--- src/rtl/matrix_multiply_ctrl.sv ---
`default_nettype none
// ============================================================================
// Module   : matrix_multiply_ctrl
// Purpose  : Time-multiplexed C = A*B sequencer over row-major operand buffers
//            with a single multiply-accumulate. Define MATMUL_SATURATE_EN to
//            saturate C elements instead of truncating them.
// Revision : 1.0 - initial release
// ============================================================================
module matrix_multiply_ctrl #(
    parameter int MAT_SIZE = 2,
    parameter int DAT_SIZE = 8
) (
    input  logic                clk,
    input  logic                rst,
    input  logic                start,
    output logic                busy,
    output logic                done,
    output logic                rd_en,
    output logic [9:0]          a_addr,
    output logic [9:0]          b_addr,
    input  logic [DAT_SIZE-1:0] a_data,
    input  logic [DAT_SIZE-1:0] b_data,
    output logic                c_we,
    output logic [9:0]          c_addr,
    output logic [DAT_SIZE-1:0] c_data
);

    localparam int EXT_W = (MAT_SIZE > 1) ? $clog2(MAT_SIZE) : 1;
    localparam int ACC_W = 2 * DAT_SIZE + EXT_W;
    localparam logic [4:0] c_IDX_LAST = 5'(MAT_SIZE - 1);
    localparam logic [9:0] c_N        = 10'(MAT_SIZE);

    typedef enum logic [2:0] {
        S_IDLE  = 3'd0,
        S_RUN   = 3'd1,
        S_LAST  = 3'd2,
        S_WRITE = 3'd3,
        S_DONE  = 3'd4
    } state_t;

    state_t                r_state;
    state_t                w_state_nx;
    logic [4:0]            r_i, r_j, r_k;
    logic [4:0]            w_i_nx, w_j_nx, w_k_nx;
    logic [ACC_W-1:0]      r_acc;
    logic [ACC_W-1:0]      w_acc_sum;
    logic [2*DAT_SIZE-1:0] w_prod;
    logic [DAT_SIZE-1:0]   w_result;
    logic                  r_mac_en;

    logic                  r_busy, r_done, r_rd_en, r_c_we;
    logic [9:0]            r_a_addr, r_b_addr, r_c_addr;
    logic [DAT_SIZE-1:0]   r_c_data;

    always_ff @(posedge clk) begin
        if (rst) begin
            r_state <= S_IDLE;
            r_i     <= '0;
            r_j     <= '0;
            r_k     <= '0;
        end else begin
            r_state <= w_state_nx;
            r_i     <= w_i_nx;
            r_j     <= w_j_nx;
            r_k     <= w_k_nx;
        end
    end

    always_comb begin
        w_state_nx = r_state;
        w_i_nx     = r_i;
        w_j_nx     = r_j;
        w_k_nx     = r_k;
        case (r_state)
            S_IDLE: begin
                if (start) begin
                    w_state_nx = S_RUN;
                    w_i_nx     = '0;
                    w_j_nx     = '0;
                    w_k_nx     = '0;
                end
            end
            S_RUN: begin
                if (r_k == c_IDX_LAST) begin
                    w_state_nx = S_LAST;
                    w_k_nx     = '0;
                end else begin
                    w_k_nx = r_k + 5'd1;
                end
            end
            S_LAST: w_state_nx = S_WRITE;
            S_WRITE: begin
                w_k_nx = '0;
                if (r_j == c_IDX_LAST) begin
                    w_j_nx = '0;
                    if (r_i == c_IDX_LAST) begin
                        w_i_nx     = '0;
                        w_state_nx = S_DONE;
                    end else begin
                        w_i_nx     = r_i + 5'd1;
                        w_state_nx = S_RUN;
                    end
                end else begin
                    w_j_nx     = r_j + 5'd1;
                    w_state_nx = S_RUN;
                end
            end
            S_DONE:  w_state_nx = S_IDLE;
            default: w_state_nx = S_IDLE;
        endcase
    end

    // Operand data arrives one cycle after rd_en, so the MAC enable is rd_en delayed.
    assign w_prod    = a_data * b_data;
    assign w_acc_sum = r_acc + (r_mac_en ? {{EXT_W{1'b0}}, w_prod} : {ACC_W{1'b0}});

`ifdef MATMUL_SATURATE_EN
    assign w_result = (|w_acc_sum[ACC_W-1:DAT_SIZE]) ? {DAT_SIZE{1'b1}}
                                                     : w_acc_sum[DAT_SIZE-1:0];
`else
    assign w_result = w_acc_sum[DAT_SIZE-1:0];
`endif

    always_ff @(posedge clk) begin
        if (rst) begin
            r_acc    <= '0;
            r_mac_en <= 1'b0;
        end else begin
            r_mac_en <= r_rd_en;
            if (r_state == S_RUN || r_state == S_LAST) begin
                r_acc <= w_acc_sum;
            end else begin
                r_acc <= '0;
            end
        end
    end

    // Outputs are registered from the next-state decode so they line up with the state.
    always_ff @(posedge clk) begin
        if (rst) begin
            r_busy   <= 1'b0;
            r_done   <= 1'b0;
            r_rd_en  <= 1'b0;
            r_c_we   <= 1'b0;
            r_a_addr <= '0;
            r_b_addr <= '0;
            r_c_addr <= '0;
            r_c_data <= '0;
        end else begin
            r_busy  <= (w_state_nx != S_IDLE);
            r_done  <= (w_state_nx == S_DONE);
            r_rd_en <= (w_state_nx == S_RUN);
            r_c_we  <= (w_state_nx == S_WRITE);
            if (w_state_nx == S_RUN) begin
                r_a_addr <= {5'd0, w_i_nx} * c_N + {5'd0, w_k_nx};
                r_b_addr <= {5'd0, w_k_nx} * c_N + {5'd0, w_j_nx};
            end
            if (w_state_nx == S_WRITE) begin
                r_c_addr <= {5'd0, r_i} * c_N + {5'd0, r_j};
                r_c_data <= w_result;
            end
        end
    end

    assign busy   = r_busy;
    assign done   = r_done;
    assign rd_en  = r_rd_en;
    assign a_addr = r_a_addr;
    assign b_addr = r_b_addr;
    assign c_we   = r_c_we;
    assign c_addr = r_c_addr;
    assign c_data = r_c_data;

endmodule
`default_nettype wire

--- config.mk ---
export PLATFORM = sky130hd
export DESIGN_NAME = matrix_multiply_ctrl
export DESIGN_NICKNAME = d
export VERILOG_FILES = /design/src/rtl/matrix_multiply_ctrl.sv
export SDC_FILE = /design/constraint.sdc
export NUM_CORES = 1
export LEC_CHECK = 0
export BUFFER_PORTS_ARGS = -buffer_cell sky130_fd_sc_hd__buf_2
export CORE_ASPECT_RATIO = 2
export CORE_UTILIZATION = 58
export CTS_CLUSTER_SIZE = 16
export DETAILED_ROUTE_END_ITERATION = 7
export PLACE_DENSITY = 0.84
export SYNTH_ARGS = -nofsm -noshare
export SYNTH_HDL_FRONTEND = slang
export SYNTH_SLANG_ARGS = --single-unit
--- constraint.sdc ---
create_clock -name clk -period 6.4 [get_ports clk]
set_input_delay 0.96 -clock clk [delete_from_list [all_inputs] [get_ports clk]]
set_output_delay 0.96 -clock clk [all_outputs]
set_load 0.05 [all_outputs]
==> impl_metrics.toml <==
[timing]
setup_viol = 0
setup_ws_ns = 1.410
rsz0062_at_grt = "no"
fin_crit_ns = 4.990
whs_ns = 0.4498
max_freq_ghz = 0.2004
skew_ns = 0.005657
hold_viol_final = 0
drv_slew = 0
max_slew_margin_pct = 25.87
worst_pin_slew_ns = 1.108
fin_tns_setup_ns = 0
fin_crit_sh_pct = 77.97

[critical_path]
arrival_ns = 5.24
r2r_start = "r_j[0]$_SDFF_PP0_"
cp.depth = 17
reg2reg_to = "a_addr[6]$_SDFFE_PP0P_"
rrSetupSlack_ns = 3.34
crit_chain = "buf_2, and2_1, fa_1, fa_1, ha_1, inv_1, fa_1, inv_1, ha_1, a21oi_1, xnor2_1, and2_1, ha_1, a2111oi_2, or3_1, xnor3_1, a211oi_2"
ff2ff_path_depth = 14
cp_max_fo = 8
endpoint_kind = "flop"
critPathKind = "primary input to flop"
crit_family = "adder cells"
critPathMaxStageDelay_ns = 0.52
cpMaxStageDelayCell = "fa_1"
crit_required_ns = 6.65
cp.buffers_inverters = 3
critPathLaunchType = "primary input"

[drt]
drc = 0
vias = 3462
ant_nets = 0
routed_wl_um = 9566
dr.pass1.iters = 5
dr.first_iter.drc_count = 118
viasPerCell = 5.513
avgRoutedWirePerCell_um = 15.23

[cells_and_area]
final_nets = 610
drive_above_1_share_pct = 14.87
antenna_cells = 0
syn_to_final_growth_pct = 13.07

[yosys]
netlist_instances = 486
yosysUniqueCellTypes = 51
synth_most_common_cell = "dfxtp_1"
avgSynthCellArea_um2 = 8.532
synth_edf_count = 0
synth_area_leader_cell = "dfxtp_1"
yosysWarningCount = 0
synth_top_area_share_pct = 28.97
synthFlopType = "dfxtp_1"
ys_top_cells_by_count = "60 x dfxtp_1, 58 x nand2_1, 45 x inv_1"
synthTopCellsByArea = "dfxtp_1 29%, ha_1 12%, fa_1 7.7%, nand2_1 5.3%, a21oi_1 4.7%"
synth-seq-cells = 60
yosysSeqAreaShare_pct = 28.97
syn_area_mm2 = 0.004146
synth-async-reset-ratio_pct = 0

[floorplan]
core-area_mm2 = 0.006940
die_area_mm2 = 0.007512
row_count = 43
die_w_um = 61.79
die_h_um = 121.6
start_util_pct = 59.74
num_io_pins = 61

[cts]
cts_root_buf = "clkbuf_16"
cts_buffers = 9
cts_tree = "done"
htree_levels = 3
clock_latency_ns = 0.33
cts_resized = 0
post_cts_buffers = 0
cts_hold_buf = 0
clock-sinks = 60
cts_buffer_depth = 2
path_clk_slew_ns = 0.05

[global_routing]
grt_pass1_vias = 3547
grt_pass1_wl_um = 15990
antenna_found_initial = 0
grt_max_degree = 55
track_usage_pct = 29.44
grt.overflow.total = 0

[power_and_ir_drop]
power_frac_clock_pct = 40.7
p_int_mw = 0.7598
p_comb_share_pct = 23.0
p_sw_share_pct = 29.24
power_density_mw_per_mm2 = 229.0
seqPwrFrac_pct = 36.4
worst_ir_drop_vdd_uv = 225.0
power.switching_mw = 0.3140
leakage_nw = 2.225

[hold_path]
hp-class = "flop to flop"
timing.hold.worst_endpoint = "c_addr[6]$_SDFFE_PP0P_"
hold_depth = 2
worst_hold_startpoint = "c_addr[6]$_SDFFE_PP0P_"

[placed_design]
gp_congestion = 0.8279
dpl.hpwl_um = 7267
dp_slack_ns = 1.074
io_buffers = 51

[job]
cap_violations = 0

[outcome]
status = "finished, final reports clean"
per-layer routing:
| layer | part of all wire (%) | GRT usage (%) | vias up |
|---|---|---|---|
| met5 | 0 | 0 | - |
| met4 | 5.1 | 19.72 | 0 |
| met3 | 4.2 | 9.448 | 39 |
| met2 | 57 | 53.09 | 98 |
| met1 | 33 | 25.59 | 1642 |
| li1 | - | - | 1683 |
placed cells by master (no fill, tap or decap), drive strengths merged, types with 2 or more instances in the layout:
master	instances
dfxtp	60
nand2	58
buf	52
inv	46
ha	41
a21oi	41
nor2	39
and2	27
xnor2	21
nor2b	19
fa	16
o21ai	15
clkbuf	13
a21o	12
nand3	9
conb	9
a211oi	8
o31ai	6
nand2b	4
or3	4
nor3	4
nor4b	4
nor4	3
xnor3	3
xor2	3
and3	3
o211ai	2
or4b	2
clkinv	2
or2	2
area by class of cell:
type | count | area, um2
inverters | 46 | 172.7
clock buffers | 13 | 260.3
well taps | 90 | 112.6
fillers | 551 | 2252
repair buffers | 52 | 262.8
flip-flops and latches | 60 | 1201
multi-input cells | 365 | 2669
clock inverters | 2 | 10.01
power groups by stage:
stage          sequential (mW)  combinational (mW)  clock, mW
6_report                 0.390               0.247      0.437
3_5_place_dp             0.397               0.245          0
5_1_grt                  0.391               0.277      0.459
2_1_floorplan            0.415               0.179          0
4_1_cts                  0.390               0.248      0.442
3_3_place_gp             0.397               0.233          0
per-stage QoR:
stage / area [um2] / utilization, % / power [mW] / instances
after global placement: 4418 / 63.66 / 0.6301 / 613
after detailed placement: 4418 / 63.66 / 0.6427 / 613
after floorplan: 4177 / - / 0.5943 / 494
after CTS: 4688 / 67.55 / 1.081 / 628
final: 4688 / 67.55 / 1.074 / 628
after global routing: 4688 / 67.55 / 1.127 / 628
tightest hold or removal path, delay by kind of cell (launching register included):
| kind | cells | cell delay, ns |
|---|---|---|
| AO/OA/AOI/OAI | 1 | 0.05 |
| flip-flops | 1 | 0.30 |
| AND/OR/NAND/NOR | 1 | 0.05 |
logic make-up (layout without fill, tap and decap cells):
logic type	after synthesis	count (layout)	synth area share [%]
flip-flops	60	60	28.97
adder cells (fa/ha/maj)	57	57	20.10
XOR/XNOR	27	27	6.699
AND/OR/NAND/NOR	182	182	22.84
buffers and inverters	69	113	7.393
AO/OA/AOI/OAI	89	89	13.67
multiplexers	1	1	0.2414
other	1	9	0.09044
worst max path at each step:
stage / start / endpoint / slack, ns
3_5_place_dp: a_data[0] / c_data[7]$_SDFFE_PP0P_ / 1.07
5_1_grt: a_data[1] / c_data[7]$_SDFFE_PP0P_ / 1.22
3_3_place_gp: a_data[1] / c_data[7]$_SDFFE_PP0P_ / 1.25
4_1_cts: a_data[0] / c_data[7]$_SDFFE_PP0P_ / 1.41
2_1_floorplan: a_data[0] / c_data[7]$_SDFFE_PP0P_ / 1.49
6_report: a_data[0] / c_data[7]$_SDFFE_PP0P_ / 1.41
state kept, by name, summed over array words and instances, names as in the netlist:
| name | cells |
|---|---|
| a_addr | 7 |
| b_addr | 7 |
| busy | 1 |
| c_addr | 7 |
| c_data | 8 |
| c_we | 1 |
| done | 1 |
| r_acc | 8 |
| r_i | 5 |
| r_j | 5 |
| r_k | 5 |
| r_mac_en | 1 |
| r_state | 3 |
| rd_en | 1 |
Note: power is estimated with default switching activity, not from simulation.
